### config.mk
export PLATFORM = sky130hd
export DESIGN_NAME = bits2bytes_stream_ctrl_flat
export DESIGN_NICKNAME = d
export VERILOG_FILES = /design/src/rtl/bits2bytes_stream_ctrl_if.sv /design/src/rtl/bits2bytes_stream_ctrl.sv /design/src/flat_wrapper.sv
export SDC_FILE = /design/constraint.sdc
export NUM_CORES = 1
export LEC_CHECK = 0
export CAP_MARGIN = 5
export CORE_MARGIN = 5
export CORE_UTILIZATION = 45
export DETAILED_ROUTE_END_ITERATION = 10
export PLACE_DENSITY = 0.56
export REMOVE_ABC_BUFFERS = 1
export SYNTH_ARGS = -nofsm -noshare
export SYNTH_HDL_FRONTEND = slang
export SYNTH_SLANG_ARGS = --single-unit
### constraint.sdc
create_clock -name clk_i -period 11.5 [get_ports clk_i]
set_input_delay 1.725 -clock clk_i [delete_from_list [all_inputs] [get_ports clk_i]]
set_output_delay 1.725 -clock clk_i [all_outputs]
set_load 0.1 [all_outputs]
### src/rtl/bits2bytes_stream_ctrl_if.sv
// bits2bytes_stream_ctrl_if: start/input/output handshake bundle of the bit-to-byte packer
interface bits2bytes_stream_ctrl_if #(
    parameter int IN_W = 1
);
    logic            start_i;
    logic            in_valid_i;
    logic            in_ready_o;
    logic [IN_W-1:0] in_bits_i;
    logic            out_valid_o;
    logic            out_ready_i;
    logic [7:0]      out_byte_o;
    logic            out_last_o;
    logic            busy_o;
    logic            done_o;

    modport slave (
        input  start_i, in_valid_i, in_bits_i, out_ready_i,
        output in_ready_o, out_valid_o, out_byte_o, out_last_o, busy_o, done_o
    );

    modport master (
        output start_i, in_valid_i, in_bits_i, out_ready_i,
        input  in_ready_o, out_valid_o, out_byte_o, out_last_o, busy_o, done_o
    );
endinterface

### src/rtl/bits2bytes_stream_ctrl.sv
// bits2bytes_stream_ctrl: packs an IN_W-bit beat stream into N_BYTES bytes, then drains them in order
module bits2bytes_stream_ctrl #(
    parameter int N_BYTES = 32,
    parameter int IN_W    = 1
) (
    input logic clk_i,
    input logic rst_i,
    bits2bytes_stream_ctrl_if.slave bus
);
    localparam int TOTAL = 8 * N_BYTES;
    localparam int CW    = $clog2(TOTAL + 1);
    localparam int KW    = (N_BYTES > 1) ? $clog2(N_BYTES) : 1;

    typedef enum logic [1:0] {IDLE, FILL, DRAIN} state_t;

    state_t        state_q, state_d;
    logic [CW-1:0] cnt_q;
    logic [KW-1:0] k_q;
    logic [7:0]    mem_q [N_BYTES];
    logic          done_q;
    logic          in_hs, out_hs, fill_end, last_byte;
    logic [KW-1:0] wr_idx;

    assign in_hs     = (state_q == FILL) && bus.in_valid_i;
    assign out_hs    = (state_q == DRAIN) && bus.out_ready_i;
    assign fill_end  = in_hs && (cnt_q == CW'(TOTAL - IN_W));
    assign last_byte = (k_q == KW'(N_BYTES - 1));
    assign wr_idx    = cnt_q[3 +: KW];

    // state register
    always_ff @(posedge clk_i or posedge rst_i) begin
        if (rst_i) state_q <= IDLE;
        else       state_q <= state_d;
    end

    // next state and handshake outputs, all decoded from the registered state
    always_comb begin
        state_d         = state_q;
        bus.in_ready_o  = 1'b0;
        bus.out_valid_o = 1'b0;
        bus.out_last_o  = 1'b0;
        bus.out_byte_o  = 8'h00;
        bus.busy_o      = (state_q != IDLE);
        bus.done_o      = done_q;
        unique case (state_q)
            IDLE:  state_d = bus.start_i ? FILL : IDLE;
            FILL: begin
                bus.in_ready_o = 1'b1;
                state_d        = fill_end ? DRAIN : FILL;
            end
            DRAIN: begin
                bus.out_valid_o = 1'b1;
                bus.out_last_o  = last_byte;
                bus.out_byte_o  = mem_q[k_q];
                state_d         = (out_hs && last_byte) ? IDLE : DRAIN;
            end
            default: state_d = IDLE;
        endcase
    end

    // bit counter, byte index, packing buffer and done pulse
    always_ff @(posedge clk_i or posedge rst_i) begin
        if (rst_i) begin
            cnt_q  <= '0;
            k_q    <= '0;
            done_q <= 1'b0;
            for (int i = 0; i < N_BYTES; i++) mem_q[i] <= '0;
        end else begin
            done_q <= out_hs && last_byte;
            if (state_q == IDLE && bus.start_i) begin
                cnt_q <= '0;
                k_q   <= '0;
            end
            if (in_hs) begin
                mem_q[wr_idx][cnt_q[2:0] +: IN_W] <= bus.in_bits_i;
                cnt_q <= cnt_q + CW'(IN_W);
            end
            if (out_hs && !last_byte) k_q <= k_q + KW'(1);
        end
    end
endmodule

### src/flat_wrapper.sv
// flat-port wrapper written by rule: the top's interface ports become plain ports
module bits2bytes_stream_ctrl_flat 
#(
    parameter int N_BYTES = 32,
    parameter int IN_W    = 1
)
  (clk_i, rst_i, bus_start_i, bus_in_valid_i, bus_in_bits_i, bus_out_ready_i, bus_in_ready_o, bus_out_valid_o, bus_out_byte_o, bus_out_last_o, bus_busy_o, bus_done_o);
  bits2bytes_stream_ctrl_if #(.IN_W(IN_W)) bus_i ();
  input logic clk_i;
  input logic rst_i;
  input wire logic [$bits(bus_i.start_i)-1:0] bus_start_i;
  input wire logic [$bits(bus_i.in_valid_i)-1:0] bus_in_valid_i;
  input wire logic [$bits(bus_i.in_bits_i)-1:0] bus_in_bits_i;
  input wire logic [$bits(bus_i.out_ready_i)-1:0] bus_out_ready_i;
  output wire logic [$bits(bus_i.in_ready_o)-1:0] bus_in_ready_o;
  output wire logic [$bits(bus_i.out_valid_o)-1:0] bus_out_valid_o;
  output wire logic [$bits(bus_i.out_byte_o)-1:0] bus_out_byte_o;
  output wire logic [$bits(bus_i.out_last_o)-1:0] bus_out_last_o;
  output wire logic [$bits(bus_i.busy_o)-1:0] bus_busy_o;
  output wire logic [$bits(bus_i.done_o)-1:0] bus_done_o;
  assign bus_i.start_i = bus_start_i;
  assign bus_i.in_valid_i = bus_in_valid_i;
  assign bus_i.in_bits_i = bus_in_bits_i;
  assign bus_i.out_ready_i = bus_out_ready_i;
  assign bus_in_ready_o = bus_i.in_ready_o;
  assign bus_out_valid_o = bus_i.out_valid_o;
  assign bus_out_byte_o = bus_i.out_byte_o;
  assign bus_out_last_o = bus_i.out_last_o;
  assign bus_busy_o = bus_i.busy_o;
  assign bus_done_o = bus_i.done_o;
  bits2bytes_stream_ctrl #(.N_BYTES(N_BYTES), .IN_W(IN_W)) u_core (.clk_i(clk_i), .rst_i(rst_i), .bus(bus_i));
endmodule
==> results of run 1 <==
[report_power, final]
part           switching (mW)  total, mW  internal (mW)  leakage (nW)
registers              0.0528       1.03          0.979          3.80
logic                   0.394      0.556          0.162          2.56
clock network           0.419       1.09          0.671         0.577
[synthesized netlist by cell type, types with 2 or more instances]
master,number,area [sq um]
or4_1,3,22.5
a22oi_1,16,120
dfrtp_1,273,6830
mux4_2,53,1190
nor2_1,136,510
inv_1,8,30.0
mux2_2,248,2790
or2_2,3,18.8
nor3_4,11,179
clkbuf_2,4,20.0
a22o_1,4,35.0
ha_1,7,87.6
nand2_1,141,529
nand3_1,21,105
nor3_2,6,60.1
mux2_1,17,191
a211oi_1,3,22.5
and3b_1,4,35.0
o32ai_1,3,26.3
nand3b_1,4,30.0
or3b_2,3,26.3
a21oi_1,10,50.1
mux2i_1,33,330
buf_2,22,110
nor2b_1,11,68.8
nor3_1,6,30.0
nor4_1,3,18.8
nor4bb_1,2,20.0
o22ai_1,5,31.3
nor4_4,3,63.8
and2_1,6,37.5
nand4_1,2,12.5
buf_4,6,45.0
clkbuf_1,50,188
nand2b_1,4,25.0
and3_1,6,37.5
buf_1,4,15.0
o21ai_0,11,55.1
buf_6,3,33.8
nor3b_1,3,22.5
[cell usage in the layout, fill, tap and decap left out, types with 12 or more instances in the layout]
cell,synthesis,routed
dfrtp_1,273,270
nor2_1,136,135
nand3_1,21,21
mux2_2,248,248
clkdlybuf4s50_1,0,17
mux2_1,17,17
buf_4,6,12
nor3_4,11,12
a22oi_1,16,16
mux4_2,53,53
nand2_1,141,141
mux2i_1,33,33
clkbuf_16,0,37
[logic make-up after synthesis]
| family | after synthesis | synth area share, % |
|---|---|---|
| flip-flops | 273 | 48.2 |
| adder cells (fa/ha/maj) | 7 | 0.617 |
| AO/OA/AOI/OAI | 58 | 2.73 |
| buffers and inverters | 97 | 3.11 |
| multiplexers | 351 | 31.8 |
| XOR/XNOR | 1 | 0.0618 |
| AND/OR/NAND/NOR | 385 | 13.5 |
[sequential cells by signal, indices dropped and copies added (netlist names)]
signal             flops
u_core.mem_q         256
u_core.cnt_q           9
u_core.state_q         2
u_core.bus.done_o      1
u_core.k_q             5
[area by class of cell]
type	instances	area share, %
Sequential cell	273	43.4
Tap cell	402	3.19
Multi-Input combinational cell	802	43.9
Clock inverter	8	0.437
Timing Repair Buffer	31	1.85
Inverter	8	0.238
Clock buffer	53	6.90
[through the flow]
stage	worst slack (ns)	power (mW)
after floorplan	2.25	1.39
after global placement	5.87	1.60
after detailed placement	5.80	1.61
after CTS	5.26	2.71
after global routing	5.13	2.78
final	5.36	2.68
[worst min-delay path, delay by kind of cell (launching register included)]
kind            cells  cell delay [ns]
flops               1             0.34
simple gates        1             0.05
compound gates      1             0.06
[worst max path at each step]
stage                  start           endpoint  slack (ns)  cells past startpoint
2_1_floorplan          rst_i  u_core.bus.done_o        2.25                      1
4_1_cts        u_core.k_q[0]  bus_out_byte_o[2]        5.26                      6
3_3_place_gp   u_core.k_q[0]  bus_out_byte_o[2]        5.87                      6
6_report       u_core.k_q[0]  bus_out_byte_o[2]        5.36                      6
3_5_place_dp   u_core.k_q[0]  bus_out_byte_o[2]        5.80                      6
5_1_grt        u_core.k_q[0]  bus_out_byte_o[4]        5.13                      6
[routing by layer]
layer | share of wire [%] | vias to the layer above | global-route usage (%)
li1 | - | 4121 | -
met1 | 45 | 4801 | 31.1
met2 | 48 | 211 | 35.2
met3 | 5.1 | 48 | 3.91
met4 | 1.9 | 0 | 5.00
met5 | 0 | - | 0
==> out/metrics.cfg, run 1 <==
[logic_synthesis]
ys_seq_area_share_pct=48.2
postSynthAreaPerCell_sq_um=12.1
synth_edf_count=0
synth.cell_area_sq_mm=0.0142
yosysWarnings=0
synth-seq-cells=273
ys_types=54
ys.flop_type=dfrtp_1
postSynth.asyncResetShare_pct=100
netlist_instances=1172

[run_status]
status=finished clean

[final_layout]
syn_to_final_growth_pct=11.0
multi_input_area_sq_mm=0.00692
nFillCells=2776
layout-drive-gt1-share_pct=34.4
seq_area_sq_mm=0.00684
antenna_cells=0
final_nets=1163
finish.utilization_pct=50.3
final_cells=1577
final_area_sq_mm=0.0157

[setup_path]
r2r-end=u_core.mem_q[64]
timing.rr.start=u_core.cnt_q[0]
crit_type=flop to primary output
cp_num_buf_inv=2
path_max_fanout=33
crit_path_end_kind=primary output
rr_worst_depth=7
start_kind=flop
critPathSlowestCell=clkdlybuf4s50_1
crit_chain=buf_4 -> mux4_2 -> mux4_2 -> o22ai_1 -> nor3_1 -> clkdlybuf4s50_1
required_ns=9.78
crit_family=buffers and inverters
max_stage_delay_ns=0.99
reg2reg_slack_ns=8.01
critPathArrivalTime_ns=4.42
critPathMostFrequentCell=mux4_2

[floorplan]
initial_core_util_pct=45.3
die_area_sq_mm=0.0352
io_pins=19
fp.dieH_microns=188
num_rows=65
coreArea_sq_mm=0.0313
die_x_microns=188

[routing]
via_per_inst=5.82
drtIter0Drc=681
dr.pass1.iters=8
avgRoutedWirePerCell_microns=24.3
vias=9181
routed_wl_microns=38400
post-route-drc-count=0
final_antenna_net_count=0

[global_routing]
grtUsageTotal_pct=21.8
grt_max_degree=148
grt_pass1_vias=9380
antenna_found_initial=0
grt_remaining_overflow=0
grt_pass1_wl_microns=59600

[timing]
fin_tns_setup_ns=0
rsz0062_at_grt=false
period_minus_slack_ns=6.14
worst_pin_slew_ns=1.17
max_freq_mhz=163
slew-limit-headroom_pct=21.7
hold_viol=0
final_max_slew_viol_count=0
final-setup-viol-count=0
skew_ns=0.0131
timing.final.crit_share_pct=53.4
finalHoldWorstSlack_ns=0.484

[placed_design]
place_inst=1516
dp_hpwl_microns=23400
gp_congestion=0.768
io_buffers=18
post_dp_cell_area_sq_mm=0.0146

[cts]
cts_setup_buffers=0
cts_hold_buf=0
cts_resized=0
clock_latency_ns=0.51
numCtsBuffers=34
cts_buffer_depth=3
cts_htree_levels=2
cts_tree=built
clkTransAtPathRegs_ns=0.05
cts-root-buf=clkbuf_16
clock-sinks=273

[worst_hold_path]
hold_depth=2
holdCritStartpoint=u_core.cnt_q[8]
holdPathEnd=u_core.cnt_q[8]
hold_path.class=flop to flop

[power_and_ir_drop]
power_leakage_nw=6.93
peakVddDrop_mv=0.0998
power_density_mw_per_mm2=170

[run]
drv_cap=0

(Power assumes the default switching activity.)
==> run 2: changes to the inputs <==
- clock period: 11.5 -> 6.34 ns (I/O delays scaled with it)
==> out/metrics.cfg, run 2 (synthesis gave the netlist of run 1 again) <==
[run_status]
status=finished clean

[floorplan]
fp.dieH_microns=188  ; unchanged
io_pins=19  ; unchanged
coreArea_sq_mm=0.0313  ; unchanged
num_rows=65  ; unchanged
initial_core_util_pct=45.3  ; unchanged
die_x_microns=188  ; unchanged
die_area_sq_mm=0.0352  ; unchanged

[power_and_ir_drop]
power_density_mw_per_mm2=300  ; +77%
peakVddDrop_mv=0.228  ; +130%
power_leakage_nw=6.89  ; -0.60%
p_total_mw=4.70  ; +76%

[final_layout]
largest_reg_flops=256  ; unchanged
final_cell_mix=270 x dfrtp_1, 248 x mux2_2, 141 x nand2_1
antenna_cells=0  ; unchanged
largestRegisters=u_core.mem_q x256, u_core.cnt_q x9, u_core.k_q x5
nFillCells=2748  ; -1.0%
final_cells=1575  ; -0.13%
final_nets=1161  ; -0.17%
finish.utilization_pct=50.0  ; -0.30 points
final_area_sq_mm=0.0157  ; -0.60%
syn_to_final_growth_pct=10.4
regMostFlops=u_core.mem_q
seq_area_sq_mm=0.00684  ; unchanged
layout-drive-gt1-share_pct=34.5  ; +0.14 points
mostFrequentLayoutCell=dfrtp_1
multi_input_area_sq_mm=0.00692  ; about the same

[timing]
final-setup-viol-count=0  ; unchanged
finalHoldWorstSlack_ns=0.480  ; -0.00392 ns
rsz0062_at_grt=false
skew_ns=0.0108  ; -0.00229 ns
worst_pin_slew_ns=1.13  ; -0.0391 ns
timing.final.crit_share_pct=85.1
setup_ws_ns=0.945  ; -4.41 ns
hold_viol=0  ; unchanged
max_freq_mhz=185
final_max_slew_viol_count=0  ; unchanged
slew-limit-headroom_pct=24.1  ; +2.4 points
period_minus_slack_ns=5.40
fin_tns_setup_ns=0  ; unchanged

[cts]
cts_buffer_depth=3  ; unchanged
clock-sinks=273  ; unchanged
cts_htree_levels=1  ; -1
clkTransAtPathRegs_ns=0.06  ; about the same
cts_tree=built
clock_latency_ns=0.56  ; +0.05 ns
cts_setup_buffers=0  ; unchanged
cts-root-buf=clkbuf_16
numCtsBuffers=31  ; -8.8%
cts_hold_buf=0  ; unchanged
cts_resized=0  ; unchanged

[routing]
via_per_inst=5.79  ; -0.47%
final_antenna_net_count=0  ; unchanged
routed_wl_microns=38200  ; -0.41%
drtIter0Drc=609  ; -11%
post-route-drc-count=0  ; unchanged
dr.pass1.iters=4  ; -4
vias=9126  ; -0.60%
avgRoutedWirePerCell_microns=24.3  ; -0.28%

[placed_design]
gp_congestion=0.816  ; +6.2%
dp_slack_ns=1.52  ; -4.28 ns
dp_hpwl_microns=22900  ; -2.0%
place_inst=1517  ; +0.066%
post_dp_cell_area_sq_mm=0.0146  ; +0.15%
io_buffers=18  ; unchanged

[run]
drv_cap=0  ; unchanged

[worst_hold_path]
hold_path.class=flop to flop

[setup_path]
start_kind=flop
cp_num_buf_inv=2  ; unchanged
crit_chain=buf_4 -> mux4_2 -> mux4_2 -> o22ai_1 -> nor3_1 -> clkdlybuf4s50_1
path_max_fanout=39  ; +18%
critPathMostFrequentCell=mux4_2
crit_family=buffers and inverters
crit_type=flop to primary output
max_stage_delay_ns=0.99  ; about the same
required_ns=5.39  ; -4.39 ns
crit_path_end_kind=primary output
critPathArrivalTime_ns=4.44  ; +0.02 ns
critPathSlowestCell=clkdlybuf4s50_1

[global_routing]
grt_pass1_wl_microns=59600  ; about the same
grt_pass1_vias=9423  ; +0.46%
grtUsageTotal_pct=21.7  ; -0.13 points
antenna_found_initial=0  ; unchanged
grt_remaining_overflow=0  ; unchanged
grt_max_degree=133  ; -10%

[run 2: cell types whose count changed in the layout (fill, tap and decap cells not counted)]
cell and delta:
nor2_1 -1, clkbuf_1 -2, bufinv_16 +1, clkinv_4 -1, clkbuf_8 -1, clkbuf_16 -6, inv_6 +1, buf_12 +1
clkinv_2 +5, nor2_2 +1
[run 2: layer usage]
metal  vias to the layer above  track usage [%]  wire (microns)
li1                       4117                -               -
met1                      4718             31.5           17700
met3                        68             3.37            1780
met2                       223             34.0           17500
met5                         -                0               0
met4                         0             6.47            1240
[run 2: final timing paths]
kind / start / end / slack, ns / cells after the start
hold reg to reg: u_core.mem_q[194] / u_core.mem_q[194] / 0.48 / 1
max in group asynchronous: rst_i / u_core.cnt_q[0] / 4.21 / 3
setup reg to reg: u_core.cnt_q[0] / u_core.mem_q[246] / 2.97 / 7
hold / removal: u_core.mem_q[194] / u_core.mem_q[194] / 0.48 / 1
setup / recovery: u_core.k_q[0] / bus_out_byte_o[5] / 0.94 / 6
min in group asynchronous: rst_i / u_core.mem_q[154] / 0.95 / 2
[run 2: cell type report]
cell class | instances | area share [%]
sequential | 273 | 43.7
timing repair buffer | 32 | 1.99
multi-input combinational | 802 | 44.2
inverter | 8 | 0.240
clock inverter | 14 | 0.791
clock buffer | 44 | 5.84
tap | 402 | 3.21
[run 2: power by group]
| group | total, mW | internal (mW) | switching, mW |
|---|---|---|---|
| logic | 0.971 | 0.294 | 0.677 |
| clock network | 1.81 | 1.08 | 0.735 |
| registers | 1.92 | 1.78 | 0.141 |
==> run 3: changes to the inputs <==
- CORE_UTILIZATION: 45 -> 40
- PLACE_DENSITY: 0.56 -> 0.51
==> out/metrics.cfg, run 3 (synthesis gave the netlist of run 1 again) <==
[cts]
cts_hold_buf=0  ; unchanged
cts_resized=0  ; unchanged
cts_setup_buffers=0  ; unchanged
clock_latency_ns=0.50  ; -0.06 ns
clock-sinks=273  ; unchanged
clkTransAtPathRegs_ns=0.05  ; about the same
cts-root-buf=clkbuf_16
numCtsBuffers=34  ; +9.7%
cts_htree_levels=2  ; +1
cts_tree=built
cts_buffer_depth=3  ; unchanged

[floorplan]
io_pins=19  ; unchanged
num_rows=69  ; +6.2%
initial_core_util_pct=40.2  ; -5.1 points
die_x_microns=198  ; +5.7%
fp.dieH_microns=198  ; +5.7%
die_area_sq_mm=0.0393  ; +12%
coreArea_sq_mm=0.0353  ; +13%

[setup_path]
timing.rr.start=u_core.cnt_q[0]
critPathSlowestCell=dfrtp_4
required_ns=5.39  ; about the same
rr_worst_depth=7  ; unchanged
max_stage_delay_ns=1.05  ; +0.06 ns
crit_path_end_kind=primary output
crit_chain=mux4_2 -> mux4_2 -> o22ai_1 -> nor3_1 -> clkdlybuf4s50_1
reg2reg_slack_ns=2.91  ; -0.06 ns
crit_type=flop to primary output
critPathMostFrequentCell=mux4_2
start_kind=flop
r2r-end=u_core.mem_q[176]
path_max_fanout=48  ; +23%
critPathArrivalTime_ns=4.32  ; -0.12 ns

[timing]
slew-limit-headroom_pct=22.1  ; -2.0 points
final-setup-viol-count=0  ; unchanged
rsz0062_at_grt=false
max_freq_mhz=190  ; +2.4%
final_max_slew_viol_count=0  ; unchanged
skew_ns=0.00826  ; -0.00255 ns
timing.final.crit_share_pct=83.1  ; -2.0 points
fin_tns_setup_ns=0  ; unchanged
period_minus_slack_ns=5.27  ; -0.126 ns
worst_pin_slew_ns=1.17  ; +0.0354 ns
hold_viol=0  ; unchanged

[global_routing]
grtUsageTotal_pct=20.5  ; -1.2 points
top_usage_layer=met2
grt_max_degree=132  ; -0.75%
grt_use_met1_pct=29.2  ; -2.3 points
antenna_found_initial=0  ; unchanged
grt_pass1_wl_microns=61300  ; +2.8%
met2_usage_pct=33.3  ; -0.69 points
global_route.usage.met3_pct=3.30  ; -0.068 points
grt_remaining_overflow=0  ; unchanged
grt_pass1_vias=9380  ; -0.46%

[routing]
dr.pass1.iters=5  ; +1
avgRoutedWirePerCell_microns=24.2  ; -0.11%
final_antenna_net_count=0  ; unchanged
vias=9224  ; +1.1%
routed_wl_microns=39700  ; +3.8%
via_per_inst=5.64  ; -2.7%
drtIter0Drc=566  ; -7.1%
post-route-drc-count=0  ; unchanged

[final_layout]
mostFrequentLayoutCell=dfrtp_1
largestRegisters=u_core.mem_q x256, u_core.cnt_q x9, u_core.k_q x5
final_nets=1167  ; +0.52%
largest_reg_flops=256  ; unchanged
regMostFlops=u_core.mem_q
final_cell_mix=270 x dfrtp_1, 248 x mux2_2, 141 x nand2_1
final_area_sq_mm=0.0158  ; +0.66%
antenna_cells=0  ; unchanged
layout-drive-gt1-share_pct=34.4  ; -0.14 points
syn_to_final_growth_pct=11.1

[placed_design]
gp_congestion=0.800  ; -2.0%
post_dp_cell_area_sq_mm=0.0147  ; +0.56%
dp_hpwl_microns=24200  ; +5.4%
io_buffers=18  ; unchanged

[power_and_ir_drop]
internal-power_mw=3.19  ; +1.3%
p_sw_mw=1.56  ; +0.78%
p_seq_share_pct=40.5  ; -0.2 points
power_leakage_nw=6.91  ; +0.26%
peakVddDrop_mv=0.242  ; +6.0%
power_frac_comb_pct=20.4  ; -0.3 points
power_density_mw_per_mm2=302  ; +0.49%
netSwitchingFraction_pct=32.9  ; -0.12 points
pwr-share-clk_pct=39.1  ; +0.5 points

[run_status]
status=finished clean

[worst_hold_path]
holdCritStartpoint=u_core.cnt_q[8]
hold_path.class=flop to flop
holdPathEnd=u_core.cnt_q[8]
hold_depth=2  ; +1

[run]
drv_cap=0  ; unchanged

==> run 3: changes by cell type in the layout (fill, tap and decap cells not counted), moves of 2 or more <==
| cell | delta |
|---|---|
| clkbuf_8 | -3 |
| clkbuf_1 | +2 |
| clkinv_2 | -3 |
| buf_4 | +4 |
| clkbuf_16 | +4 |
==> run 3: stage by stage <==
stage               util [%]  cells  total power, mW  hold WS (ns)  setup slack [ns]
floorplan                  -   1083             2.52         0.450             -2.13
global placement        41.6   1579             2.94         0.461              1.61
detailed placement      41.6   1579             2.94         0.474              1.60
CTS                     44.6   1636             4.82         0.486              1.06
global route            44.6   1636             4.96         0.503             0.906
finish                  44.6   1636             4.76         0.477              1.07
==> run 3: final cells by class <==
type / instances / area (sq um)
Inverter: 8 / 37.5
Tap cell: 461 / 577
Sequential cell: 273 / 6840
Multi-Input combinational cell: 802 / 6920
Clock inverter: 10 / 78.8
Clock buffer: 47 / 981
Fill cell: 3249 / 19600
Timing Repair Buffer: 35 / 322
==> run 3: power by group through the flow <==
stage	logic [mW]	clock network, mW	registers, mW
floorplan	0.579	0	1.94
CTS	0.977	1.91	1.93
global placement	0.975	0	1.96
global route	1.03	1.98	1.95
detailed placement	0.973	0	1.96
finish	0.969	1.86	1.93
==> run 3: worst max-delay path: cells and delay by family, from the launching register on <==
| family | cells | cell delay (ns) |
|---|---|---|
| AOI/OAI and AO/OA | 1 | 0.42 |
| buffers and inverters | 1 | 1.01 |
| DFF | 1 | 1.05 |
| muxes | 2 | 1.11 |
| and+or+nand+nor | 1 | 0.17 |
==> run 3: metal layers <==
layer,routed length (microns),vias up
met4,830,0
met5,0,-
met3,1620,57
li1,-,4130
met2,18800,174
met1,18400,4863
==> run 3: worst max path at each step <==
stage,end,depth (start not counted),start
6_report,bus_out_byte_o[7],5,u_core.k_q[0]
5_1_grt,bus_out_byte_o[1],5,u_core.k_q[0]
4_1_cts,bus_out_byte_o[7],5,u_core.k_q[0]
3_5_place_dp,bus_out_byte_o[7],5,u_core.k_q[0]
3_3_place_gp,bus_out_byte_o[7],5,u_core.k_q[0]
2_1_floorplan,u_core.bus.done_o,1,rst_i
